[config.mk]
export PLATFORM = sky130hd
export DESIGN_NAME = tri_bus_arbiter
export DESIGN_NICKNAME = d
export VERILOG_FILES = /design/src/rtl/tri_bus_arbiter.sv
export SDC_FILE = /design/constraint.sdc
export NUM_CORES = 1
export LEC_CHECK = 0
export BUFFER_PORTS_ARGS = -buffer_cell sky130_fd_sc_hd__buf_2
export CAP_MARGIN = 20
export CELL_PAD_IN_SITES_DETAIL_PLACEMENT = 0
export CELL_PAD_IN_SITES_GLOBAL_PLACEMENT = 1
export CORE_MARGIN = 3
export CORE_UTILIZATION = 30
export CTS_CLUSTER_SIZE = 30
export DETAILED_ROUTE_END_ITERATION = 6
export PLACE_DENSITY_LB_ADDON = 0.1
export SYNTH_ARGS = -nofsm -noshare
export SYNTH_HDL_FRONTEND = slang
export SYNTH_SLANG_ARGS = --single-unit
[constraint.sdc]
create_clock -name clk -period 1.6 [get_ports clk]
set_clock_uncertainty 0.2 [all_clocks]
set_input_delay 0.16 -clock clk [delete_from_list [all_inputs] [get_ports clk]]
set_output_delay 0.16 -clock clk [all_outputs]
set_load 0.005 [all_outputs]
[src/rtl/tri_bus_arbiter.sv]
// Round-robin arbiter and output-enable sequencer for a shared tri-state bus.
// Ports: clk, rst (sync, active-high); req/last per agent in;
//        grant/drive_en one-hot out, owner_id, bus_busy, multi_drive_err out.
`timescale 1ns/1ps
module tri_bus_arbiter #(
    parameter int N_REQ      = 4,
    parameter int MAX_HOLD   = 4,
    parameter int TURNAROUND = 1
) (
    input  logic                       clk,
    input  logic                       rst,
    input  logic [N_REQ-1:0]           req,
    input  logic [N_REQ-1:0]           last,
    output logic [N_REQ-1:0]           grant,
    output logic [N_REQ-1:0]           drive_en,
    output logic [$clog2(N_REQ)-1:0]   owner_id,
    output logic                       bus_busy,
    output logic                       multi_drive_err
);

    localparam int IW = $clog2(N_REQ);
    localparam int HW = $clog2(MAX_HOLD + 1);
    localparam int TW = $clog2(TURNAROUND + 1);

    typedef enum logic [1:0] {
        IDLE  = 2'd0,
        GRANT = 2'd1,
        TURN  = 2'd2
    } state_t;

    state_t           state_q, state_d;
    logic [N_REQ-1:0] grant_q, grant_d;
    logic [IW-1:0]    owner_q, owner_d;
    logic [IW-1:0]    rr_ptr_q, rr_ptr_d;
    logic [HW-1:0]    hold_cnt_q, hold_cnt_d;
    logic [TW-1:0]    tcnt_q, tcnt_d;
    logic             err_q, err_d;

    // Round-robin pick: rotate req so bit 0 is rr_ptr, take first set bit.
    logic [2*N_REQ-1:0] rot;
    logic               found;
    logic [IW-1:0]      pick;
    int                 sel;

    always_comb begin
        rot   = {req, req} >> rr_ptr_q;
        found = 1'b0;
        pick  = '0;
        sel   = 0;
        for (int i = 0; i < N_REQ; i++) begin
            if (!found && rot[i]) begin
                found = 1'b1;
                sel   = int'(rr_ptr_q) + i;
                if (sel >= N_REQ) begin
                    sel = sel - N_REQ;
                end
                pick = IW'(sel);
            end
        end
    end

    // Any release condition ends the tenure; they are not cumulative.
    logic rel;
    logic [IW-1:0] next_ptr;

    assign rel = !req[owner_q] || last[owner_q] ||
                 (hold_cnt_q == HW'(MAX_HOLD));
    assign next_ptr = (owner_q == IW'(N_REQ - 1)) ? '0 : owner_q + 1'b1;

    always_comb begin
        state_d    = state_q;
        grant_d    = grant_q;
        owner_d    = owner_q;
        rr_ptr_d   = rr_ptr_q;
        hold_cnt_d = hold_cnt_q;
        tcnt_d     = tcnt_q;
        err_d      = err_q | ($countones(grant_q) > 1);
        unique case (state_q)
            IDLE: begin
                if (found) begin
                    state_d    = GRANT;
                    grant_d    = N_REQ'(1) << pick;
                    owner_d    = pick;
                    hold_cnt_d = HW'(1);
                end
            end
            GRANT: begin
                if (rel) begin
                    state_d  = TURN;
                    grant_d  = '0;
                    rr_ptr_d = next_ptr;
                    tcnt_d   = TW'(1);
                end else begin
                    hold_cnt_d = hold_cnt_q + 1'b1;
                end
            end
            TURN: begin
                if (tcnt_q < TW'(TURNAROUND)) begin
                    tcnt_d = tcnt_q + 1'b1;
                end else if (found) begin
                    state_d    = GRANT;
                    grant_d    = N_REQ'(1) << pick;
                    owner_d    = pick;
                    hold_cnt_d = HW'(1);
                end else begin
                    state_d = IDLE;
                end
            end
            default: begin
                state_d = IDLE;
                grant_d = '0;
            end
        endcase
    end

    always_ff @(posedge clk) begin
        if (rst) begin
            state_q    <= IDLE;
            grant_q    <= '0;
            owner_q    <= '0;
            rr_ptr_q   <= '0;
            hold_cnt_q <= '0;
            tcnt_q     <= '0;
            err_q      <= 1'b0;
        end else begin
            state_q    <= state_d;
            grant_q    <= grant_d;
            owner_q    <= owner_d;
            rr_ptr_q   <= rr_ptr_d;
            hold_cnt_q <= hold_cnt_d;
            tcnt_q     <= tcnt_d;
            err_q      <= err_d;
        end
    end

    assign grant           = grant_q;
    assign drive_en        = grant_q;
    assign owner_id        = owner_q;
    assign bus_busy        = |grant_q;
    assign multi_drive_err = err_q;

endmodule

# == Yosys cells after proc, flatten, opt, wreduce, memory -nomap -nowiden ==
# Index checks and enable logic that the tools add are counted.
# Widths: inputs -> output; s select.
# word_totals
latchBits,0
mem_bits_ro,0
output_inout_bits,12
regBits,15
n_memories,0
word_cells,95
in_bits,10
ram_bits,0
# classes
mux,36
div,0
bitwise_logic,1
n_shift,2
mul,0
order_cmp,7
addsub,13
reduce_logical,20
n_eq_ne,9
# op_table
cell,n
$mux 2,14
$mux 4,3
$pmux 4 s3,1
$ne 2x2->1 const B,5
$ge 3x3->1 const B,3
$mux 1,9
$mux 3,3
$pmux 3 s3,1
$reduce_and 3->1,3
$shr 8x2->4,1
$sub 2x1->2 const B,4
$add 2x2->3 const B,2
$pmux 2 s3,1
$reduce_and 2->1,3
$add 1x1->2,2
$bmux 1 s2,2
$eq 2x2->1 const B,2
$logic_not 1->1,4
$pmux 2 s2,1
$reduce_bool 2->1,2
$reduce_or 4->1,1
$shl 1x2->4 const A,1
$add 2x1->3 const B,1
$add 2x2->3,1
15 further kinds,18

# == Longest topological paths before layout ==
# logic_depth
ltp_word,15
depth_mapped,6
depth_no_buf,6

# == Worst setup path after synthesis ==
# No wires, ideal clock.
# synth_path
path_type,flip-flop to flip-flop
from,"register owner_q[0], in the netlist owner_id[0]"
to,"register grant_q[1], in the netlist drive_en[1]"
setup_time_ps,134
setup_slack_ps,-149
stages_incl_launch_ff,4
arrival_time_ps,1414
required_ps,1266
synth_period_minus_slack_ps,1749
path_buffers,0
cell_sequence,dfxtp_1 > mux4_2 > a21oi_1 > o32ai_1
# synth_between
elab_chain_len,7
elab_cells_between_ends,9
classes_between,1 x eq/ne; 4 x mux; 4 x reduce/logical
# synth_rtl
element,line_no,rtl
"start, declared",33,"logic [IW-1:0] owner_q, owner_d;"
"start signal, assigned",128,owner_q <= owner_d;
$bmux 1 s2,66,assign rel = !req[owner_q] || last[owner_q] ||
$mux 1 (not written as such),66,
$logic_not 1->1,66,
$logic_or 1x1->1 (*) (2 in series),66,
$ne 2x2->1 (no source line) (*),--,
$reduce_and 2->1 (no source line) (*),--,
"end signal, assigned",127,grant_q <= grant_d;
"end, declared",32,"logic [N_REQ-1:0] grant_q, grant_d;"
# Every way passes the cells marked *; elsewhere a longest branch is shown, timed or not. The select of a mux whose other input is x is not followed.
# A chain may end at the register's enable or synchronous reset.

# == Worst setup path in the final report ==
# layout_path
from,"register owner_q[0], in the netlist owner_id[0]"
to,register hold_cnt_q[1]
# layout_between
elab_chain_len,7
elab_cells_between_ends,9
classes_between,1 x eq/ne; 4 x mux; 4 x reduce/logical
# layout_rtl
element,line_no,rtl
$bmux 1 s2,66,
$mux 1 (not written as such),66,
$logic_not 1->1,66,
$logic_or 1x1->1 (*) (2 in series),66,
$ne 2x2->1 (no source line) (*),--,
$reduce_and 3->1 (no source line) (*),--,
"end signal, assigned",130,hold_cnt_q <= hold_cnt_d;
"end, declared",35,"logic [HW-1:0] hold_cnt_q, hold_cnt_d;"
# Marked as above.

==> results.md <==
* Register area share after synthesis at about a third
* Power density over the cells at 843 nW/um2
* Maximum operating frequency at about 600 MHz
* First-pass GRT wire length at 4070 um
* Vias per std cell at ~5
* Asr flop ratio synth at 0%
* Final routed DRC violation total at 0
* Switch Pwr at about 370 uW
* Unrepaired setup endpoints after global routing: yes
* HPWL after DPL at around 2000 um
* # diodes at 0
* P_int at 739 uW
* Pwr Total at roughly 1.1 mW
* Setup TNS at -0.186 ns
* Kind of critical path: flop to flop
* Logic pwr share at between 30% and 40%
* Max-Cap Viols at 0
* Max H-tree Level at 1
* Cell Area, Synth at approximately 950 um2
* Share of layout cells above drive strength 1 at roughly two fifths
* Ranking of synthesized cells by area: dfxtp_1 32%, nand2b_1 7.9%, a21oi_1 5.3%
* Synth Register Bits at 15
* Largest net degree at the start of global routing at 13
* NumNets Final at about 170
* Critical path capture point type: flop
* Net Count, Synth at between 100 and 150
* Peak VDD IR at a little over 0.4 mV
* Slew Viols, Final at 0
* Final Hold Viols at 0
* CP Buf/Inv Count at 0
* Pre-CTS WS at -0.142 ns
* EDFF count, synth at 0
* Core area at ~2900 um2
* Synth Instances at 111
* WP data arrival at 1.68 ns
* Max incr delay on CP at 0.60 ns
* Fill cell count at 290
* Post-DR wirelength/cell at 12.6 um
* Violated checks: negative setup slack
* # IOs at 22
* Worst Tran Pin Value at 0.409 ns
* Commonest non-fill, non-tap cell in the layout: buf_2
* Tmin final at 1.66 ns
* WL final at approximately 2400 um
* Placed Instances at between 150 and 200
* Leakage at approximately 0.57 nW
* Clk sinks at 15
* Worst setup margin at -0.0563 ns
* Buffers added on ports at 21
* Die area at roughly 3900 um2
* DR pass1 iterations at 4
* Max_slew headroom at 72.7%
* CP top delay family: multiplexers
* Net Sw Frac at around a third
* Antenna violations before repair at 0
* Primary FF master, synth: dfxtp_1
* Syn_area_per_cell at around 8.6 um2
* FF-to-FF setup slack at -0.06 ns
* GPL Wtd Cong at approximately 0.76
* TritonCTS clock tree: built
* Synth top area share at approximately a third
* Area delta synth->final at 38.1%
* Final Non-Filler Cells at ~190
* Die width at 62.3 um
* 1st-iter DRT viols at 20
* Worst hold path type: input pin to flop
* Root Buffer: clkbuf_4
* Yosys warns at 0
* CP Max Fanout at 6
* Worst-path clk slew at 0.09 ns
* Grt ovf at 0
* Clock power frac at about a fifth
* Slowest-stage cell, CP: mux4_2
* Count of cell types in the netlist at 36
* Initial Util at 33.0%
* Post-DRT Antenna Nets at 0
* Cell taking the most area after synthesis: dfxtp_1
* Clock latency on the worst-skew pair at ~0.29 ns
* Row cnt at 19
* Sequential power share at approximately 42%
* Vias at ~950
* Critical Path Start Type: flop
* CTS Buffer Depth at 2
* Status: finished, violations left
* TritonCTS buffer count at 3
* Post-CTS setup buffers at 0
* Gr usage total at roughly an eighth
* Commonest non-fill, non-tap cells in the layout: 21 x buf_2, 17 x buf_4, 10 x inv_1
* CP Cell Sequence: mux4_2 > a211o_1 > a21oi_1
* Required @ worst endpoint at about 1.6 ns
* Setup violations, final at 8
* Final Cycle Share at 104%
* Vias in the first global route at roughly 930
* Die Ht at 62.3 um
[final timing paths]
path,depth (start not counted),startpoint,end
min,2,rst,state_q[0]$_SDFFE_PP0P_
min reg2reg,2,multi_drive_err$_SDFF_PP0_,multi_drive_err$_SDFF_PP0_
max,3,owner_id[0]$_SDFFE_PP0P_,hold_cnt_q[1]$_SDFFE_PP0P_
max reg2reg,3,owner_id[0]$_SDFFE_PP0P_,hold_cnt_q[1]$_SDFFE_PP0P_
[through the flow]
stage / hold slack (ns) / area, um2 / util, %
floorplan: 0.0775 / 960 / -
global placement: 0.267 / 1220 / 42.4
detailed placement: 0.273 / 1220 / 42.4
CTS: 0.00707 / 1300 / 45.1
global route: 0.0153 / 1310 / 45.6
finish: 0.0149 / 1310 / 45.6
[layout make-up]
| class | instances | area, um2 | share of cell area (%) |
|---|---|---|---|
| flip-flops and latches | 15 | 313 | 23.9 |
| well taps | 42 | 52.6 | 4.01 |
| inverters | 10 | 37.5 | 2.86 |
| repair buffers | 39 | 244 | 18.6 |
| multi-input cells | 81 | 638 | 48.7 |
| clock buffers | 4 | 26.3 | 2.00 |
[flip-flops by register name, summed over array words and instances (netlist names)]
| signal | flops |
|---|---|
| rr_ptr_q | 2 |
| tcnt_q | 1 |
| multi_drive_err | 1 |
| state_q | 2 |
| drive_en | 4 |
| owner_id | 2 |
| hold_cnt_q | 3 |
[layer usage]
layer	GRT usage (%)	part of all wire [%]	up-vias
li1	-	-	477
met1	14.6	45	455
met2	24.1	50	16
met3	3.42	3.5	4
met4	4.13	1.3	0
met5	0	0	-
[power by group through the flow]
stage / registers (mW) / clock network [mW] / logic (mW)
floorplan: 0.460 / 0 / 0.221
global placement: 0.466 / 0 / 0.377
detailed placement: 0.468 / 0 / 0.377
CTS: 0.463 / 0.236 / 0.412
global route: 0.475 / 0.249 / 0.460
finish: 0.465 / 0.221 / 0.419
[logic make-up after synthesis]
| family | share of synthesized area, % |
|---|---|
| flip-flops | 31.6 |
| AND/OR/NAND/NOR | 26.1 |
| multiplexers | 5.80 |
| buffers and inverters | 7.51 |
| adder cells (fa/ha/maj) | 7.38 |
| AO/OA/AOI/OAI | 21.6 |
[Yosys cell counts, types with 2 or more instances]
library cell	instances
mux4_2	2
o32ai_1	4
buf_4	4
ha_1	4
and3_1	2
dfxtp_1	15
nand2_1	6
a21o_1	2
o311ai_1	2
o211ai_1	2
nand2b_1	12
nor2b_1	5
a31oi_1	2
nor3_1	2
nor2_1	4
a21oi_1	10
nand3_1	5
inv_1	10
[timing repair]
item	4_1_cts	5_1_grt
gates resized for setup	12	5
endpoints found under the setup margin	8	13
hold buffers	0	0
endpoints found under the hold margin	0	0
pin swaps	4	3
Power figures use the tool's default switching activity.
